==> src/rtl/bus_arbiter_if.sv <==
// Bus request/grant bundle between the source side and the arbiter.
// The slave modport is the arbiter's view; master is the requester side.
interface bus_arbiter_if #(
  parameter int unsigned NSRC = 24
) ();

  logic [NSRC-1:0] req;
  logic            done;
  logic [NSRC-1:0] grant;
  logic [4:0]      bus_sel;
  logic            busy;
  logic            timeout;

  modport slave (
    input  req,
    input  done,
    output grant,
    output bus_sel,
    output busy,
    output timeout
  );

  modport master (
    output req,
    output done,
    input  grant,
    input  bus_sel,
    input  busy,
    input  timeout
  );

endinterface : bus_arbiter_if

==> src/rtl/bus_arbiter.sv <==
// Round-robin bus arbiter with one-cycle turnaround between owners and a
// bounded ownership length; grant, bus_sel, busy and timeout are registered.
module bus_arbiter #(
  parameter int unsigned NSRC = 24,
  parameter int unsigned TMO  = 16
) (
  input  logic          clock,
  input  logic          clear,
  bus_arbiter_if.slave  bus
);

  localparam int unsigned IW = 5;
  localparam int unsigned CW = (TMO > 1) ? $clog2(TMO) : 1;
  localparam logic [IW-1:0] SEL_NONE = 5'b11111;
  localparam logic [CW-1:0] CNT_LAST = CW'(TMO - 1);

  typedef enum logic [1:0] {
    IDLE = 2'd0,
    OWN  = 2'd1,
    TURN = 2'd2
  } state_t;

  state_t          state_q, state_d;
  logic [NSRC-1:0] grant_q, grant_d;
  logic [IW-1:0]   bus_sel_q, bus_sel_d;
  logic            busy_q, busy_d;
  logic            timeout_q, timeout_d;
  logic [CW-1:0]   cnt_q, cnt_d;
  logic [IW-1:0]   ptr_q, ptr_d;

  logic [IW-1:0]   cand;
  logic [IW-1:0]   win_idx;
  logic            win_found;
  logic [NSRC-1:0] win_onehot;
  logic            owner_req;
  logic            cnt_last;
  logic            release_now;

  // Round-robin search: start just above the last owner and wrap at NSRC.
  always_comb begin : rr_search
    cand      = '0;
    win_idx   = SEL_NONE;
    win_found = 1'b0;
    for (int unsigned k = 1; k <= NSRC; k++) begin
      cand = IW'((32'(ptr_q) + 32'(k)) % NSRC);
      if (!win_found && bus.req[cand]) begin
        win_found = 1'b1;
        win_idx   = cand;
      end
    end
  end

  always_comb begin : winner_decode
    win_onehot = '0;
    for (int unsigned i = 0; i < NSRC; i++) begin
      win_onehot[i] = win_found && (IW'(i) == win_idx);
    end
  end

  // Owner's own request, taken through the grant mask so other sources never matter.
  assign owner_req   = |(bus.req & grant_q);
  assign cnt_last    = (cnt_q == CNT_LAST);
  assign release_now = bus.done || !owner_req || cnt_last;

  always_comb begin : fsm_next
    state_d   = state_q;
    grant_d   = grant_q;
    bus_sel_d = bus_sel_q;
    busy_d    = busy_q;
    timeout_d = 1'b0;
    cnt_d     = cnt_q;
    ptr_d     = ptr_q;

    case (state_q)
      IDLE: begin
        cnt_d = '0;
        if (win_found) begin
          state_d   = OWN;
          grant_d   = win_onehot;
          bus_sel_d = win_idx;
          busy_d    = 1'b1;
          ptr_d     = win_idx;
        end
      end

      OWN: begin
        if (release_now) begin
          // Forced revoke only when the owner still wants the bus and never released it.
          state_d   = TURN;
          grant_d   = '0;
          bus_sel_d = SEL_NONE;
          busy_d    = 1'b0;
          cnt_d     = '0;
          timeout_d = cnt_last && !bus.done && owner_req;
        end else begin
          cnt_d = cnt_q + CW'(1);
        end
      end

      TURN: begin
        state_d   = IDLE;
        grant_d   = '0;
        bus_sel_d = SEL_NONE;
        busy_d    = 1'b0;
        cnt_d     = '0;
      end

      default: begin
        state_d   = IDLE;
        grant_d   = '0;
        bus_sel_d = SEL_NONE;
        busy_d    = 1'b0;
        cnt_d     = '0;
      end
    endcase
  end

  // Reset drops ownership immediately and re-arms source 0 as first priority.
  always_ff @(posedge clock) begin : state_reg
    if (!clear) begin
      state_q   <= IDLE;
      grant_q   <= '0;
      bus_sel_q <= SEL_NONE;
      busy_q    <= 1'b0;
      timeout_q <= 1'b0;
      cnt_q     <= '0;
      ptr_q     <= IW'(NSRC - 1);
    end else begin
      state_q   <= state_d;
      grant_q   <= grant_d;
      bus_sel_q <= bus_sel_d;
      busy_q    <= busy_d;
      timeout_q <= timeout_d;
      cnt_q     <= cnt_d;
      ptr_q     <= ptr_d;
    end
  end

  assign bus.grant   = grant_q;
  assign bus.bus_sel = bus_sel_q;
  assign bus.busy    = busy_q;
  assign bus.timeout = timeout_q;

  a_grant_onehot : assert property (@(posedge clock) disable iff (!clear)
    $onehot0(grant_q));

  a_sel_range : assert property (@(posedge clock) disable iff (!clear)
    (bus_sel_q < IW'(NSRC)) || (bus_sel_q == SEL_NONE));

  a_busy_grant : assert property (@(posedge clock) disable iff (!clear)
    busy_q == (grant_q != '0));

endmodule : bus_arbiter

==> src/flat_wrapper.sv <==
// flat-port wrapper written by rule: the top's interface ports become plain ports
module bus_arbiter_flat 
#(
  parameter int unsigned NSRC = 24,
  parameter int unsigned TMO  = 16
)
  (clock, clear, bus_req, bus_done, bus_grant, bus_bus_sel, bus_busy, bus_timeout);
  bus_arbiter_if #(.NSRC(NSRC)) bus_i ();
  input  logic clock;
  input  logic clear;
  input wire logic [$bits(bus_i.req)-1:0] bus_req;
  input wire logic [$bits(bus_i.done)-1:0] bus_done;
  output wire logic [$bits(bus_i.grant)-1:0] bus_grant;
  output wire logic [$bits(bus_i.bus_sel)-1:0] bus_bus_sel;
  output wire logic [$bits(bus_i.busy)-1:0] bus_busy;
  output wire logic [$bits(bus_i.timeout)-1:0] bus_timeout;
  assign bus_i.req = bus_req;
  assign bus_i.done = bus_done;
  assign bus_grant = bus_i.grant;
  assign bus_bus_sel = bus_i.bus_sel;
  assign bus_busy = bus_i.busy;
  assign bus_timeout = bus_i.timeout;
  bus_arbiter #(.NSRC(NSRC), .TMO(TMO)) u_core (.clock(clock), .clear(clear), .bus(bus_i));
endmodule
==> config.mk <==
export PLATFORM = sky130hd
export DESIGN_NAME = bus_arbiter_flat
export DESIGN_NICKNAME = d
export VERILOG_FILES = /design/src/rtl/bus_arbiter_if.sv /design/src/rtl/bus_arbiter.sv /design/src/flat_wrapper.sv
export SDC_FILE = /design/constraint.sdc
export NUM_CORES = 1
export LEC_CHECK = 0
export CAP_MARGIN = 5
export CORE_ASPECT_RATIO = 0.8
export CORE_MARGIN = 10
export CORE_UTILIZATION = 45
export CTS_CLUSTER_SIZE = 16
export DETAILED_ROUTE_END_ITERATION = 7
export PLACE_DENSITY = 0.61
export SETUP_SLACK_MARGIN = 0.5
export SLEW_MARGIN = 20
export SYNTH_ARGS = -nofsm -noshare
export SYNTH_HDL_FRONTEND = slang
export SYNTH_SLANG_ARGS = --single-unit
==> constraint.sdc <==
create_clock -name clock -period 7.4 [get_ports clock]
set_input_delay 2.22 -clock clock [delete_from_list [all_inputs] [get_ports clock]]
set_output_delay 2.22 -clock clock [all_outputs]
set_load 0.01 [all_outputs]
==> flow_summary.yaml, run 1 <==
floorplanning:
  std_cell_rows: 46
  initial_core_util: 0.456
  ioPinCount: 58
  core_area_um2: 19700
  die_w_um: 178
  dieHeight_um: 146
  fp.dieArea_um2: 26000
synthesis:
  synth_cells: 1176
  ys_top_cells_by_area: "dfxtp_1, mux4_2, ha_1"
  synthDistinctLibCells: 111
  yosys_most_used_dff: "dfxtp_1"
  synth.top_cell.area_share: 0.0915
  avgSynthCellArea_um2: 7.63
  synth_area_um2: 8970
  yosys_warnings: 0
  syn_nets: 1251
  async_flop_share: 0
  synth_edf_count: 0
  ys_ff_latch: 41
  yosysSeqAreaShare: 0.0915
  synth_top_area_cell: "dfxtp_1"
sta:
  totalNegativeSetupSlack_ns: 0
  tightest_slew_ns: 1.17
  finClkSkew_ns: 0.00377
  finalHoldViolCount: 0
  drv_slew: 0
  period_share: 0.909
  layout_min_cycle_time_ns: 6.73
  fmax_mhz: 149
  relSlewSlack: 0.197
  rsz0062_at_grt: "false"
  setup-violations-final: 0
global_routing:
  antenna_found_initial: 2
  grt.total_usage: 0.262
  grt_pass1_wl_um: 54000
  grt_pass1_vias: 8966
  use_met1: 0.372
  grt_use_met3: 0.105
  grt_max_degree: 53
  busiest_layer: "met1"
  grtUsageMet2: 0.353
  grt.overflow.total: 0
detailed_routing:
  viasPerCell: 6.75
  drc: 0
  drtPass1Iterations: 6
  drt_iter0_markers: 1245
  routedWlPerCell_um: 23.9
  detail-route-antenna-nets: 0
  via_count: 10009
  wl_um: 35500
clock_tree:
  cts_made_buffers: 5
  postCtsSetupRepairBufs: 0
  cts_tree: "done"
  clk_latency_ns: 0.29
  cts.reportedPaths.clkPinSlew_ns: 0.06
  h-tree-depth: 2
  root_buffer: "clkbuf_16"
  cts_hold_buffers: 0
  clock_path_buffers: 2
  cts.sinks: 41
  cts_resized: 0
cells_and_area:
  drive_above_1_share: 0.135
  syn2layout_area_growth_pct: 11.5
  final_common_cell: "nand2_1"
  final_cell_mix: "nand2_1, nor2_1, o21ai_0, a21oi_1, clkdlybuf4s50_1"
  fill_cells: 1957
  diodes: 0
  final_net_count: 1293
critical_path:
  crit_fanout: 14
  critPathLaunchType: "input pin"
  crit_type: "input pin to flop"
  worst_ep_arrival_time_ns: 6.96
  endpoint_kind: "flop"
  worstPathRequired_ns: 7.63
placed_design:
  numPortBuffers: 57
  gp_congestion: 1.04
  place_hpwl_um: 27900
run:
  maxCapViolCount: 0
hold_path:
  min_path_type: "flop to flop"
outcome:
  outcome: "finished, final reports clean"
-- cells by family (layout without fill, tap and decap cells) --
logic type | count (synthesis) | in the layout | synth area share
fa+ha+maj | 48 | 48 | 0.0669
xor+xnor | 30 | 30 | 0.0322
buf+inv | 110 | 153 | 0.0632
compound gates | 411 | 411 | 0.325
mux | 101 | 101 | 0.155
simple gates | 435 | 435 | 0.266
flops | 41 | 41 | 0.0915
-- sequential cells by signal (all words and copies together) (netlist names) --
signal,cells
u_core.bus.bus_sel,5
u_core.bus.grant,24
u_core.bus.timeout,1
u_core.state_q,2
u_core.ptr_q,5
u_core.cnt_q,4
-- per-layer routing --
metal	wire, um	up-vias
li1	-	4641
met1	15800	4753
met2	14100	557
met3	4710	54
met4	728	4
met5	142	-
-- area by class of cell --
type,count,area (um^2),area share
Clock inverter,3,46.3,0.00463
Clock buffer,5,125,0.0125
Inverter,45,169,0.0169
Multi-Input combinational cell,1025,7610,0.761
Tap cell,264,330,0.0330
Timing Repair Buffer,100,893,0.0893
Sequential cell,41,826,0.0826
-- critical path, stage by stage --
cell             delay, ns
clkdlybuf4s50_1       0.51
mux4_2                0.58
mux2i_2               0.41
a21oi_1               0.11
o21ba_2               0.25
a31oi_1               0.04
buf_4                 0.19
nor3b_1               0.41
nand4_4               0.23
nor4_4                0.60
nand3_1               0.24
a21oi_1               0.21
o21ai_1               0.18
nor4_4                0.55
a22o_1                0.22
-- through the flow --
| stage | util | worst slack, ns | area, um^2 | cells | hold WS, ns |
|---|---|---|---|---|---|
| 3_3_place_gp | 0.498 | 0.395 | 9800 | 1475 | 0.435 |
| 5_1_grt | 0.508 | 0.540 | 10000 | 1483 | 0.478 |
| 3_5_place_dp | 0.498 | 0.278 | 9800 | 1475 | 0.442 |
| 6_report | 0.508 | 0.673 | 10000 | 1483 | 0.453 |
| 4_1_cts | 0.507 | 0.553 | 9970 | 1483 | 0.453 |
| 2_1_floorplan | - | 1.78 | 8970 | 1176 | 0.418 |
-- cells in the mapped netlist (all sizes together) (14+ instances only) --
library cell / n
nor2b: 29
mux2i: 57
o31ai: 18
nand3: 40
ha: 48
o211ai: 23
inv: 44
dfxtp: 41
mux4: 29
o21ai: 84
nand4: 16
and2: 16
buf: 38
and3: 14
nand2: 94
a211oi: 18
nor3: 40
a22o: 22
mux2: 15
clkbuf: 27
xnor2: 23
nand2b: 19
a21oi: 72
o21a: 14
nor2: 82
a21o: 17
-- worst paths after layout --
kind              startpoint                    to  slack, ns  depth (start not counted)
max               bus_req[8]  u_core.bus.grant[14]       0.67                         15
min reg2reg  u_core.cnt_q[0]       u_core.cnt_q[0]       0.45                          1
min          u_core.cnt_q[0]       u_core.cnt_q[0]       0.45                          1
max reg2reg  u_core.ptr_q[3]  u_core.bus.grant[14]       0.97                         18
Power of run 1 is not shown: default switching activity piles up to over one toggle a cycle in this logic, so the estimate is an artifact.
==> inputs of run 2 (changes only) <==
CAP_MARGIN = 15   (was 5)
==> results of run 2 <==
Final layout, timing and power as in run 1 (identical DEF).
Power of run 2 is left out for the same reason.
==> inputs of run 3 (changes only) <==
CAP_MARGIN = 10   (was 15)
CTS_CLUSTER_DIAMETER = 120   (was unset)
==> results of run 3 <==
Final layout, timing and power as in run 1 (identical DEF).
Power of run 3 is left out for the same reason.
